**config.mk**
```make
export PLATFORM = sky130hd
export DESIGN_NAME = adc_tlv2541_reader
export DESIGN_NICKNAME = d
export VERILOG_FILES = /design/src/rtl/adc_tlv2541_reader_pkg.sv /design/src/rtl/ClkDiv.sv /design/src/rtl/adc_tlv2541_reader.sv
export SDC_FILE = /design/constraint.sdc
export NUM_CORES = 1
export LEC_CHECK = 0
export CAP_MARGIN = 20
export CORE_MARGIN = 2
export CORE_UTILIZATION = 40
export CTS_BUF_LIST = sky130_fd_sc_hd__clkbuf_8
export CTS_CLUSTER_SIZE = 12
export DETAILED_ROUTE_END_ITERATION = 10
export RECOVER_POWER = 100
export SYNTH_ARGS = -nofsm -noshare
export SYNTH_HDL_FRONTEND = slang
export SYNTH_SLANG_ARGS = --single-unit
```
**constraint.sdc**
```tcl
create_clock -name clk_20M -period 1.9 [get_ports clk_20M]
set_input_delay 0.285 -clock clk_20M [delete_from_list [all_inputs] [get_ports clk_20M]]
set_output_delay 0.285 -clock clk_20M [all_outputs]
set_load 0.02 [all_outputs]
```
**src/rtl/adc_tlv2541_reader_pkg.sv**
```systemverilog
// Shared constants and FSM encoding for the TLV2541 serial ADC reader.
package adc_tlv2541_reader_pkg;

    localparam int CNT_W     = 16;
    localparam int FRAME_LEN = 16;

    typedef logic [CNT_W-1:0] cnt_t;

    // Phase boundaries within one conversion frame, in period-counter ticks.
    localparam cnt_t SETUP_END = 16'd1;
    localparam cnt_t SHIFT_END = 16'd33;
    localparam cnt_t HOLD_CNT  = 16'd34;

    typedef enum logic [2:0] {
        IDLE,
        SETUP,
        SHIFT,
        HOLD,
        WAIT
    } state_t;

endpackage

```
**src/rtl/ClkDiv.sv**
```systemverilog
// Team clock divider: free-running 0..PERIOD-1 counter, held at 0 while run is low.
module ClkDiv
    import adc_tlv2541_reader_pkg::*;
#(
    parameter int unsigned PERIOD = 40
) (
    input  logic clk,
    input  logic rst_n,
    input  logic run,
    output cnt_t cnt
);

    cnt_t cnt_q, cnt_d;

    always_comb begin
        cnt_d = '0;
        if (run) cnt_d = (cnt_q == cnt_t'(PERIOD - 1)) ? '0 : cnt_q + 1'b1;
    end

    always_ff @(posedge clk or negedge rst_n) begin
        if (!rst_n) cnt_q <= '0;
        else        cnt_q <= cnt_d;
    end

    assign cnt = cnt_q;

endmodule

```
**src/rtl/adc_tlv2541_reader.sv**
```systemverilog
// Periodic TLV2541 reader: one 16-SCLK frame per SAMPLE_PERIOD clocks, result
// strobed out with data_valid. All outputs registered; SCLK runs at clk/2.
module adc_tlv2541_reader
    import adc_tlv2541_reader_pkg::*;
#(
    parameter int unsigned SAMPLE_PERIOD = 40,
    parameter int unsigned DATA_BITS     = 12
) (
    input  logic                 clk_20M,
    input  logic                 rst_n,
    input  logic                 en,
    input  logic                 SDO,
    output logic                 CS_N,
    output logic                 SCLK,
    output logic [DATA_BITS-1:0] adc_data,
    output logic                 data_valid,
    output logic                 busy
);

    if (SAMPLE_PERIOD < 40 || SAMPLE_PERIOD > 65535 || DATA_BITS == 0 || DATA_BITS > FRAME_LEN) begin : g_bad_params
        $error("adc_tlv2541_reader: illegal SAMPLE_PERIOD/DATA_BITS");
    end

    localparam cnt_t LAST_CNT = cnt_t'(SAMPLE_PERIOD - 1);
    localparam cnt_t DV_CNT   = HOLD_CNT + 16'd1;

    state_t                 state_q, state_d;
    logic                   cs_n_q, cs_n_d;
    logic                   sclk_q, sclk_d;
    logic                   busy_q, busy_d;
    logic                   dv_q, dv_d;
    logic [DATA_BITS-1:0]   data_q, data_d;
    logic [FRAME_LEN-1:0]   shift_q, shift_d;
    logic                   run;
    cnt_t                   cnt;

    assign run = (state_q != IDLE);

    ClkDiv #(.PERIOD(SAMPLE_PERIOD)) u_clkdiv (
        .clk   (clk_20M),
        .rst_n (rst_n),
        .run   (run),
        .cnt   (cnt)
    );

    // Outputs are registered, so each branch decides what the *next* cnt value shows.
    always_comb begin
        state_d = state_q;
        cs_n_d  = cs_n_q;
        busy_d  = busy_q;
        data_d  = data_q;
        shift_d = shift_q;
        sclk_d  = 1'b0;
        dv_d    = 1'b0;
        case (state_q)
            IDLE: if (en) begin
                state_d = SETUP;
                cs_n_d  = 1'b0;
                busy_d  = 1'b1;
            end
            SETUP: if (cnt == SETUP_END) begin
                state_d = SHIFT;
                sclk_d  = 1'b1;
            end
            SHIFT: begin
                // Sample on the edge that drops SCLK, i.e. while SCLK is high.
                if (!cnt[0])                shift_d = {shift_q[FRAME_LEN-2:0], SDO};
                else if (cnt != SHIFT_END)  sclk_d  = 1'b1;
                if (cnt == SHIFT_END) begin
                    state_d = HOLD;
                    cs_n_d  = 1'b1;
                end
            end
            HOLD: begin
                state_d = WAIT;
                busy_d  = 1'b0;
                data_d  = shift_q[FRAME_LEN-1 -: DATA_BITS];
            end
            WAIT: begin
                dv_d = (cnt == DV_CNT);
                if (cnt == LAST_CNT) begin
                    if (en) begin
                        state_d = SETUP;
                        cs_n_d  = 1'b0;
                        busy_d  = 1'b1;
                    end else begin
                        state_d = IDLE;
                    end
                end
            end
            default: state_d = IDLE;
        endcase
    end

    always_ff @(posedge clk_20M or negedge rst_n) begin
        if (!rst_n) begin
            state_q <= IDLE;
            cs_n_q  <= 1'b1;
            sclk_q  <= 1'b0;
            busy_q  <= 1'b0;
            dv_q    <= 1'b0;
            data_q  <= '0;
            shift_q <= '0;
        end else begin
            state_q <= state_d;
            cs_n_q  <= cs_n_d;
            sclk_q  <= sclk_d;
            busy_q  <= busy_d;
            dv_q    <= dv_d;
            data_q  <= data_d;
            shift_q <= shift_d;
        end
    end

    assign CS_N       = cs_n_q;
    assign SCLK       = sclk_q;
    assign busy       = busy_q;
    assign data_valid = dv_q;
    assign adc_data   = data_q;

endmodule

```
# [Word-level counts from Yosys, hierarchy flattened]
# Index checks and enable logic that the tools add are counted.
[word_totals] elab_cells=51 n_memories=0 in_bits=4 mem_bits_rw=0 ff_bits=51 romBits=0 latch_bits=0
[op_classes] eq_ne=13 div=0 n_mux=20 addsub=1 n_shift=0 multipliers=0 bitwise=1 magnitude_cmp=0 reduce_logical=8
[op_table] operator="equality test 16 x 6 -> 1 bit, second input constant" n=3
[op_table] operator="two-way mux 16 bit" n=2
[op_table] operator="adder 16 x 1 -> 16 bit, second input constant" n=1
[op_table] operator="equality test 16 x 1 -> 1 bit, second input constant" n=1
[op_table] operator="inequality test 16 x 6 -> 1 bit, second input constant" n=1
[op_table] operator="case mux 3 bit (5 select lines)" n=1
[op_table] operator="two-way mux 3 bit" n=4
[op_table] operator="two-way mux 1 bit" n=10
[op_table] operator="nonzero test 3 bit" n=3
[op_table] operator="inequality test 2 bit, second input constant" n=4
[op_table] operator="equality test 3 x 2 -> 1 bit, second input constant" n=2
[op_table] operator="case mux 1 bit (3 select lines)" n=2
[op_table] operator="AND reduction 2 bit" n=2
[op_table] operator="AND reduction 4 bit" n=1
[op_table] operator="equality test 3 x 1 -> 1 bit, second input constant" n=1
[op_table] operator="equality test 3 bit, second input constant" n=1
[op_table] operator="zero test 3 bit" n=1
[op_table] operator="AND reduction 3 bit" n=1
[op_table] operator="case mux 1 bit (2 select lines)" n=1
[op_table] operator="inverter 1 bit" n=1

# [Logic depth before layout (Yosys ltp)]
# Gate-level depths: netlist (run 1).
[depth] ltp_word=4 depth_mapped=7

# [Cells and area by module]
# From an unflattened synthesis (run 1), not the netlist that was laid out.
[hier_totals] cells_unflattened=180 area_unflattened_um2=2234.6
[by_module_without_submodules] mod="adc_tlv2541_reader" cells_per_inst=101 area_per_inst_um2=1442.6 instances=1 seq_area_each_um2=877.1
[by_module_without_submodules] mod="ClkDiv" cells_per_inst=79 area_per_inst_um2=792.0 instances=1 seq_area_each_um2=400.4

# [Worst setup path before layout (run 1)]
# OpenSTA, ideal clock, no wires.
[synth_path] kind="register to register" from="register u_clkdiv.cnt_q[0], in the netlist u_clkdiv.cnt[0]" to="register cs_n_q, in the netlist CS_N" path_stages_with_launch=7 setup_ps=95 slack_ps=233 required_time_ps=1805 arrival_ps=1572 synth_period_minus_slack_ps=1667 path_cell_list="dfrtp_1 -> ha_1 -> and3_1 -> buf_4 -> nand4_4 -> a2111oi_4 -> o32ai_1"
[synth_via] elab_chain_cells=3 elab_cells_between_ends=5
[synth_lines] item="from (decl)" line_no="ClkDiv.sv:13" text="cnt_t cnt_q, cnt_d;"
[synth_lines] item="from (signal assigned)" line_no="ClkDiv.sv:22" text="else cnt_q <= cnt_d;"
[synth_lines] item="equality test 16 x 6 -> 1 bit (on tied branches)" line_no="adc_tlv2541_reader.sv:81, adc_tlv2541_reader.sv:69"
[synth_lines] item="inequality test 2 bit (no line)"
[synth_lines] item="AND reduction 3 bit (no line) (*)"
[synth_lines] item="to (signal assigned)" line_no="adc_tlv2541_reader.sv:106" text="cs_n_q <= cs_n_d;"
[synth_lines] item="to (decl)" line_no="adc_tlv2541_reader.sv:28" text="logic cs_n_q, cs_n_d;"
# Every way passes the cells marked *; elsewhere a longest branch is shown, timed or not.
# A chain may end at the register's enable or synchronous reset.

# [Worst setup path after layout (run 1)]
[layout_path] from="register cs_n_q, in the netlist CS_N" to="output CS_N"
[layout_lines] item="to (decl)" line_no="adc_tlv2541_reader.sv:13" text="output logic CS_N,"
# No word-level cell between the ends.

==> qor.txt, run 1 <==
classification of the worst setup path - reg -> out
TritonCTS buffer count - 5
Critical Path Start Type - flop
Clock Skew - 8.295 ps
placed insts - 272
CP top delay family - buffers and inverters
CP bufs+invs - 1
setup bufs post-CTS - 0
Slew Limit Fails - 0
Max Freq - 557.7 MHz
DRC Markers - 0
Tightest Hold Check Type - in -> async
Core Region - 5507 sq um
I/O Buffers - 19
first-pass GRT wire length - 7189 um
gpl congestion - 0.7859
WP data required - 1620 ps
final hold vios - 0
vias in the first global route - 1556
number of flops mapped to enable cells by yosys - 0
vias - 1431
CTS root buf - clkbuf_8
busiest grt layer - met2
Die W - 79.29 um
Synth Instances - 177
Clock transition at path regs - 90 ps
maximum VDD drop - 488.5 uV
post-route cell area - 2679 sq um
layout cells sized above 1 - 0.2057
Synth area leader - dfrtp_1
Syn. warnings - 0
Async SR Flop Fraction - 1.000
Critical-path top delay cell - dlygate4sd3_1
Syn Area/Cell - 12.81 sq um
Pleak - 1.303 nW
met2 Use GR - 0.2441
Resized Gates After CTS - 0
Non-Filler Instances - 281
Final nets - 214
r2r setup slk - 150 ps
total of max-cap violations - 0
synth top area cells - dfrtp_1 55%, mux2_2 8.9%, mux2_1 5.0%, xor2_1 3.1%, nor4_4 2.8%
Min Hold Slack - 487.4 ps
top_reg_cell synth - dfrtp_1
I/O pin cnt - 20
final WL - 4029 um
Synth cell types - 36
Syn Std Cell Area - 2267 sq um
clk sinks - 51
Worst Path Arrival - 1510 ps
number of routed nets with antenna violations - 0
die height - 79.29 um
Post-synth top cells - 50 x dfrtp_1, 18 x mux2_2, 14 x nor2_1
Util after Layout - 0.4865
H-tree levels - 2
setup TNS - 0 ps
Synth Register Bits - 51
CTS tree - built
worst stage delay on the critical path - 660 ps
status - finished, final reports clean
post-detailed-route wirelength per cell - 14.34 um
die area - 6286 sq um
DP HPWL - 3027 um
ant diodes - 0
Placed Area - 2576 sq um
Setup Viol. Count Final - 0
period utilization - 0.9438
minimum clock period - 1793 ps
clock buffer depth - 2
num rows - 27
Remaining Overflow, GRT - 0
Syn Nets - 183
met1 Use GR - 0.1809
Layout area overhead - 18.16%
largest net degree at the start of global routing - 25
GR Util met3 - 0.04318
Pwr Density - 1048 nW/um^2
worst rel slew slack - 0.6251
crit-path max FO - 2
initial antenna violation count - 0
clock latency on the worst-skew pair - 300 ps
RSZ-0062 raised after global routing - false
drt initial violations - 41
sequential fraction of the synthesis area - 0.5635
worst-margin pin slew - 562.4 ps
Crit. End Element - output port
Initial Util - 0.4117
worst-path cell chain - dlygate4sd3_1
top-count cell post-synth - dfrtp_1
Vias/cell - 5.093
DRT Pass-1 Iters - 4
top-area cell type share of the netlist area - 0.5519
Tot GR Track Use - 0.1477
[final cells by class]
cell class / count / area, sq um
clock buffer: 5 / 68.82
clock inverter: 3 / 42.54
fill: 506 / 2828
inverter: 5 / 18.77
multi-input combinational: 115 / 929.6
sequential: 51 / 1277
tap: 72 / 90.09
timing repair buffer: 30 / 251.5
[sequential cells by signal, summed over array words and instances, names as in the netlist]
name          count
shift_q          16
u_clkdiv.cnt     16
adc_data         12
state_q           3
CS_N              1
SCLK              1
busy              1
data_valid        1
[layout by cell type (no fill, tap or decap), types with 6 or more instances in the layout]
| cell | count |
|---|---|
| mux2_1 | 10 |
| mux2_2 | 18 |
| o21ai_0 | 6 |
| nand2_1 | 8 |
| nor2_1 | 14 |
| xor2_1 | 8 |
| dfrtp_1 | 50 |
| dlygate4sd3_1 | 17 |
| nand3_1 | 7 |
[where the power goes]
group,internal [W],switching (W),total [W]
logic,0.000326,0.000400,0.000726
registers,0.00123,0.000104,0.00134
clock network,0.000393,0.000351,0.000743
[worst paths after layout]
path                                                start                    endpoint  depth (start not counted)
worst max-delay path                     CS_N$_DFFE_PN1P_                        CS_N                          1
worst min-delay path                                rst_n  u_clkdiv.cnt[15]$_DFF_PN0_                          2
worst max register to register  u_clkdiv.cnt[1]$_DFF_PN0_            CS_N$_DFFE_PN1P_                          5
worst min register to register     shift_q[2]$_DFFE_PN0P_      shift_q[2]$_DFFE_PN0P_                          1
max in group asynchronous                           rst_n              SCLK$_DFF_PN0_                          3
min in group clk_20M               shift_q[2]$_DFFE_PN0P_      shift_q[2]$_DFFE_PN0P_                          1
[kinds of logic after synthesis]
| kind of cell | Yosys count | share of synthesized area |
|---|---|---|
| compound gates | 18 | 0.05740 |
| xor+xnor | 10 | 0.03863 |
| fa+ha+maj | 2 | 0.01104 |
| buf+inv | 11 | 0.02648 |
| flops | 51 | 0.5635 |
| mux | 29 | 0.1435 |
| simple gates | 56 | 0.1595 |
[timing repair]
action / CTS / global route
endpoints found under the hold margin: 21 / 0
hold buffers: 1 / 0
setup endpoints to repair: 0 / 0
[routing by layer]
metal,up-vias,part of all wire,wire [um]
li1,681,-,-
met2,18,0.51,2057
met1,727,0.44,1783
met5,-,0,0
met4,0,0.012,48
met3,5,0.035,140
[per-stage QoR]
step                setup WS [ps]  total power (W)
detailed placement          166.1         0.002134
global route                33.37         0.002996
CTS                         151.2         0.002892
finish                      106.8         0.002807
global placement            249.6         0.002101
floorplan                   233.1         0.001847
(Power assumes the default switching activity.)
==> run 2, diff against run 1 <==
--- a/config.mk
+++ b/config.mk
@@ -7,10 +7,12 @@
 export LEC_CHECK = 0
 export CAP_MARGIN = 20
 export CORE_MARGIN = 2
-export CORE_UTILIZATION = 40
+export CORE_UTILIZATION = 55
 export CTS_BUF_LIST = sky130_fd_sc_hd__clkbuf_8
+export CTS_CLUSTER_DIAMETER = 100
 export CTS_CLUSTER_SIZE = 12
 export DETAILED_ROUTE_END_ITERATION = 10
+export PLACE_DENSITY = 0.77
 export RECOVER_POWER = 100
 export SYNTH_ARGS = -nofsm -noshare
 export SYNTH_HDL_FRONTEND = slang
==> run 2 against run 1 <==
  * Global-route usage up 4.1 points
  * Critical path depth unchanged
  * Die area down 26%
  * Critical path type unchanged
==> qor.txt, run 2 (same netlist as run 1, synthesis figures left out) <==
Clock Skew - 7.612 ps (-0.6832 ps)
Util after Layout - 0.6607 (+0.1742)
Layout area overhead - 15.73%
initial antenna violation count - 0 (unchanged)
Critical Path Start Type - flop
I/O Buffers - 19 (unchanged)
CTS root buf - clkbuf_8
Crit. End Element - output port
hold path start - shift_q[1]$_DFFE_PN0P_
Die W - 68.21 um (-14%)
DRC Markers - 0 (unchanged)
clock buffer depth - 2 (unchanged)
I/O pin cnt - 20 (unchanged)
DP HPWL - 2749 um (-9.2%)
CTS tree - built
Pleak - 1.291 nW (-0.96%)
Setup Viol. Count Final - 0 (unchanged)
number of routed nets with antenna violations - 0 (unchanged)
setup TNS - 0 ps (unchanged)
classification of the worst setup path - reg -> out
WP data required - 1620 ps (about the same)
layout cells sized above 1 - 0.2000 (-0.005742)
placed insts - 246 (-9.6%)
Core Region - 3971 sq um (-28%)
clk sinks - 51 (unchanged)
Hold Crit Depth - 1
Tightest Hold Check Type - reg -> reg
final hold vios - 0 (unchanged)
Critical R2R Capture - CS_N$_DFFE_PN1P_
clock latency on the worst-skew pair - 300 ps (about the same)
status - finished, final reports clean
Tot GR Track Use - 0.1890 (+0.04130)
maximum VDD drop - 668.4 uV (+37%)
drt initial violations - 75 (+83%)
total of max-cap violations - 0 (unchanged)
CP top delay family - buffers and inverters
CP bufs+invs - 1 (unchanged)
Critical-path top delay cell - dlygate4sd3_1
die height - 68.21 um (-14%)
TritonCTS buffer count - 5 (unchanged)
final WL - 3901 um (-3.2%)
most common cell after layout, fill and taps aside - dfrtp_1
Min Hold Slack - 486.2 ps (-1.191 ps)
Filler Cells Inserted - 289 (-43%)
gpl congestion - 0.8828 (+12%)
Remaining Overflow, GRT - 0 (unchanged)
Final nets - 210 (-1.9%)
WHS Endpoint - shift_q[1]$_DFFE_PN0P_
post-detailed-route wirelength per cell - 15.30 um (+6.7%)
DRT Pass-1 Iters - 4 (unchanged)
ant diodes - 0 (unchanged)
Reg2Reg Launch Point - u_clkdiv.cnt[1]$_DFF_PN0_
area occupied by multi-input gates - 929.6 sq um (unchanged)
largest net degree at the start of global routing - 28 (+12%)
H-tree levels - 2 (unchanged)
Non-Filler Instances - 255 (-9.3%)
crit-path max FO - 2 (unchanged)
Vias/cell - 5.561 (+9.2%)
Worst Path Arrival - 1500 ps (about the same)
die area - 4652 sq um (-26%)
setup bufs post-CTS - 0 (unchanged)
r2r setup slk - 160 ps (about the same)
Max Freq - 560.2 MHz (+0.45%)
worst rel slew slack - 0.5800 (-0.04505)
Pwr Density - 1035 nW/um^2 (-1.2%)
final setup margin - 114.8 ps (+8.058 ps)
Clock transition at path regs - 90 ps (about the same)
minimum clock period - 1785 ps (-8.058 ps)
Resized Gates After CTS - 0 (unchanged)
worst reg-to-reg path cell count - 5 (unchanged)
first-pass GRT wire length - 6348 um (-12%)
worst-margin pin slew - 629.9 ps (+67.58 ps)
vias in the first global route - 1400 (-10%)
num rows - 23 (-15%)
worst stage delay on the critical path - 660 ps (about the same)
Slew Limit Fails - 0 (unchanged)
RSZ-0062 raised after global routing - false
Initial Util - 0.5709 (+0.1592)
vias - 1418 (-0.91%)
most frequent cells in the layout - 50 x dfrtp_1, 18 x mux2_2, 17 x dlygate4sd3_1, 14 x nor2_1, 10 x mux2_1
register area - 1277 sq um (unchanged)
worst-path cell chain - dlygate4sd3_1
period utilization - 0.9396 (-0.004241)
Setup WS pre-CTS - 190.5 ps (+24.43 ps)
==> run 2: repair_timing <==
action | CTS | global route
hold buffers | 1 | 0
endpoints found under the setup margin | 0 | 0
hold endpoints to repair | 5 | 0
==> run 2: final cells by class <==
type,instances,share of cell area
flip-flops and latches,51,0.4869
multi-input cells,115,0.3543
repair buffers,26,0.08965
clock buffers,7,0.03672
well taps,50,0.02384
inverters,5,0.007153
clock inverters,1,0.001431
==> run 2: how the worst max path moves through the flow <==
stage                                   start  slack, ps  depth (start not counted)          endpoint
floorplan           u_clkdiv.cnt[0]$_DFF_PN0_        230                          6  CS_N$_DFFE_PN1P_
global placement    u_clkdiv.cnt[1]$_DFF_PN0_        270                          5  CS_N$_DFFE_PN1P_
detailed placement  u_clkdiv.cnt[1]$_DFF_PN0_        190                          5  CS_N$_DFFE_PN1P_
CTS                 u_clkdiv.cnt[1]$_DFF_PN0_        170                          5  CS_N$_DFFE_PN1P_
global route        u_clkdiv.cnt[1]$_DFF_PN0_         30                          5  CS_N$_DFFE_PN1P_
finish                       CS_N$_DFFE_PN1P_        110                          1              CS_N
==> run 2: metal layers <==
| layer | track usage | routed length [um] | vias up |
|---|---|---|---|
| met5 | 0 | 0 | - |
| met4 | 0.09000 | 84 | 0 |
| met3 | 0.04441 | 147 | 10 |
| met2 | 0.3192 | 1951 | 31 |
| met1 | 0.2276 | 1718 | 703 |
| li1 | - | - | 674 |
==> run 2: per-stage QoR <==
stage / power, W / cell area [sq um]
floorplan: 0.001847 / 2267
global placement: 0.002059 / 2531
detailed placement: 0.002099 / 2531
CTS: 0.002765 / 2641
global route: 0.002864 / 2624
finish: 0.002715 / 2624
==> run 2: power breakdown <==
group / switching [W] / internal, W
clock: 0.000343 / 0.000327
sequential: 0.0000922 / 0.00123
combinational: 0.000397 / 0.000322
==> run 3, diff against run 2 <==
--- a/config.mk
+++ b/config.mk
@@ -12,6 +12,7 @@
 export CTS_CLUSTER_DIAMETER = 100
 export CTS_CLUSTER_SIZE = 12
 export DETAILED_ROUTE_END_ITERATION = 10
+export MAX_ROUTING_LAYER = met4
 export PLACE_DENSITY = 0.77
 export RECOVER_POWER = 100
 export SYNTH_ARGS = -nofsm -noshare
==> run 3 against run 2 <==
  * Clock power about the same
  * Critical path depth unchanged
  * Sequential power about the same
  * Wire length increased by 0.26%
  * Utilization unchanged
  * Combinational power about the same
  * Cell area unchanged
  * Sequential share of layout area unchanged
  * Count of clock-buffer cells in the layout unchanged
  * Final cell count unchanged
  * Power about the same
  * Worst hold slack about the same
  * Critical endpoint unchanged
  * Largest power group unchanged
==> qor.txt, run 3 (same netlist as run 1, synthesis figures left out) <==
most common cell after layout, fill and taps aside - dfrtp_1
I/O Buffers - 19 (unchanged)
setup bufs post-CTS - 0 (unchanged)
Setup Viol. Count Final - 0 (unchanged)
met1 WL - 1723 um (+0.29%)
CTS Hold Bufs - 1 (unchanged)
Tot GR Track Use - 0.1941 (+0.005141)
die height - 68.21 um (unchanged)
period utilization - 0.9396 (about the same)
largest net degree at the start of global routing - 28 (unchanged)
Remaining Overflow, GRT - 0 (unchanged)
WHS Endpoint - shift_q[1]$_DFFE_PN0P_
Initial Util - 0.5709 (unchanged)
Layout area overhead - 15.73% (unchanged)
Tightest Hold Check Type - reg -> reg
final hold vios - 0 (unchanged)
CP top delay family - buffers and inverters
I/O pin cnt - 20 (unchanged)
final setup margin - 114.8 ps (-0.04200 ps)
classification of the worst setup path - reg -> out
DRT Pass-1 Iters - 4 (unchanged)
Vias/cell - 5.529 (-0.56%)
Resized Gates After CTS - 0 (unchanged)
clock buffer depth - 2 (unchanged)
Crit. End Element - output port
Reg2Reg Launch Point - u_clkdiv.cnt[1]$_DFF_PN0_
met3 WL - 123 um (-16%)
drt initial violations - 84 (+12%)
Filler Cells Inserted - 289 (unchanged)
Critical-path top delay cell - dlygate4sd3_1
DRC Markers - 0 (unchanged)
H-tree levels - 2 (unchanged)
Clock transition at path regs - 90 ps (about the same)
r2r setup slk - 170 ps (about the same)
TritonCTS buffer count - 5 (unchanged)
worst stage delay on the critical path - 660 ps (about the same)
worst-margin pin slew - 628.8 ps (-1.112 ps)
Clock Skew - 6.695 ps (-0.9166 ps)
Die W - 68.21 um (unchanged)
final WL - 3911 um (+0.26%)
RSZ-0062 raised after global routing - false
Critical Path Start Type - flop
Setup WS pre-CTS - 190.5 ps (unchanged)
met2 WL - 2027 um (+3.9%)
DP HPWL - 2749 um (unchanged)
die area - 4652 sq um (unchanged)
Max Freq - 560.2 MHz (about the same)
register area - 1277 sq um (unchanged)
hold path start - shift_q[1]$_DFFE_PN0P_
setup TNS - 0 ps (unchanged)
Total Power - 0.002716 W (about the same)
CP bufs+invs - 1 (unchanged)
Non-Filler Instances - 255 (unchanged)
Critical R2R Capture - CS_N$_DFFE_PN1P_
Final nets - 210 (unchanged)
worst reg-to-reg path cell count - 5 (unchanged)
Hold Crit Depth - 1 (unchanged)
Core Region - 3971 sq um (unchanged)
CTS tree - built
Worst Path Arrival - 1500 ps (about the same)
maximum VDD drop - 669.4 uV (+0.15%)
highest metal used - met4
num rows - 23 (unchanged)
vias - 1410 (-0.56%)
WP data required - 1620 ps (about the same)
Pleak - 1.291 nW (unchanged)
initial antenna violation count - 0 (unchanged)
vias in the first global route - 1402 (+0.14%)
crit-path max FO - 2 (unchanged)
gpl congestion - 0.8975 (+1.7%)
Slew Limit Fails - 0 (unchanged)
status - finished, final reports clean
clk sinks - 51 (unchanged)
first-pass GRT wire length - 6327 um (-0.33%)
placed insts - 246 (unchanged)
post-detailed-route wirelength per cell - 15.34 um (+0.26%)
area occupied by multi-input gates - 929.6 sq um (unchanged)
layout cells sized above 1 - 0.2000 (unchanged)
total of max-cap violations - 0 (unchanged)
worst-path cell chain - dlygate4sd3_1
Min Hold Slack - 486.3 ps (+0.06000 ps)
most frequent cells in the layout - 50 x dfrtp_1, 18 x mux2_2, 17 x dlygate4sd3_1, 14 x nor2_1, 10 x mux2_1
Pwr Density - 1035 nW/um^2 (about the same)
number of routed nets with antenna violations - 0 (unchanged)
CTS root buf - clkbuf_8
worst rel slew slack - 0.5808 (+0.0007410)
ant diodes - 0 (unchanged)
clock latency on the worst-skew pair - 300 ps (about the same)
minimum clock period - 1785 ps (+0.04200 ps)
-- run 3: routing by layer --
layer / up-vias / GRT usage
met2: 29 / 0.3204
met3: 4 / 0.04112
met1: 702 / 0.2276
met4: 0 / 0.09000
met5: - / -
li1: 675 / -
-- run 3: worst max-delay path by stage --
stage	to	slack (ps)	startpoint	depth (start not counted)
CTS	CS_N$_DFFE_PN1P_	170	u_clkdiv.cnt[1]$_DFF_PN0_	5
detailed placement	CS_N$_DFFE_PN1P_	190	u_clkdiv.cnt[1]$_DFF_PN0_	5
finish	CS_N	110	CS_N$_DFFE_PN1P_	1
global route	CS_N$_DFFE_PN1P_	30	u_clkdiv.cnt[1]$_DFF_PN0_	5
floorplan	CS_N$_DFFE_PN1P_	230	u_clkdiv.cnt[0]$_DFF_PN0_	6
global placement	CS_N$_DFFE_PN1P_	270	u_clkdiv.cnt[1]$_DFF_PN0_	5
-- run 3: stage by stage --
stage | cell area, sq um | util
floorplan | 2267 | -
global placement | 2531 | 0.6374
detailed placement | 2531 | 0.6374
CTS | 2641 | 0.6651
global route | 2624 | 0.6607
finish | 2624 | 0.6607
-- run 3: cell type report --
class	count	share of cell area
clock buffers	7	0.03672
clock inverters	1	0.001431
inverters	5	0.007153
multi-input cells	115	0.3543
flip-flops and latches	51	0.4869
well taps	50	0.02384
repair buffers	26	0.08965
-- run 3: where the power goes --
part	internal, W	switching, W	total [W]
Sequential	0.00123	0.0000918	0.00133
Combinational	0.000322	0.000399	0.000721
Clock	0.000327	0.000343	0.000670
Total	0.00188	0.000833	0.00272
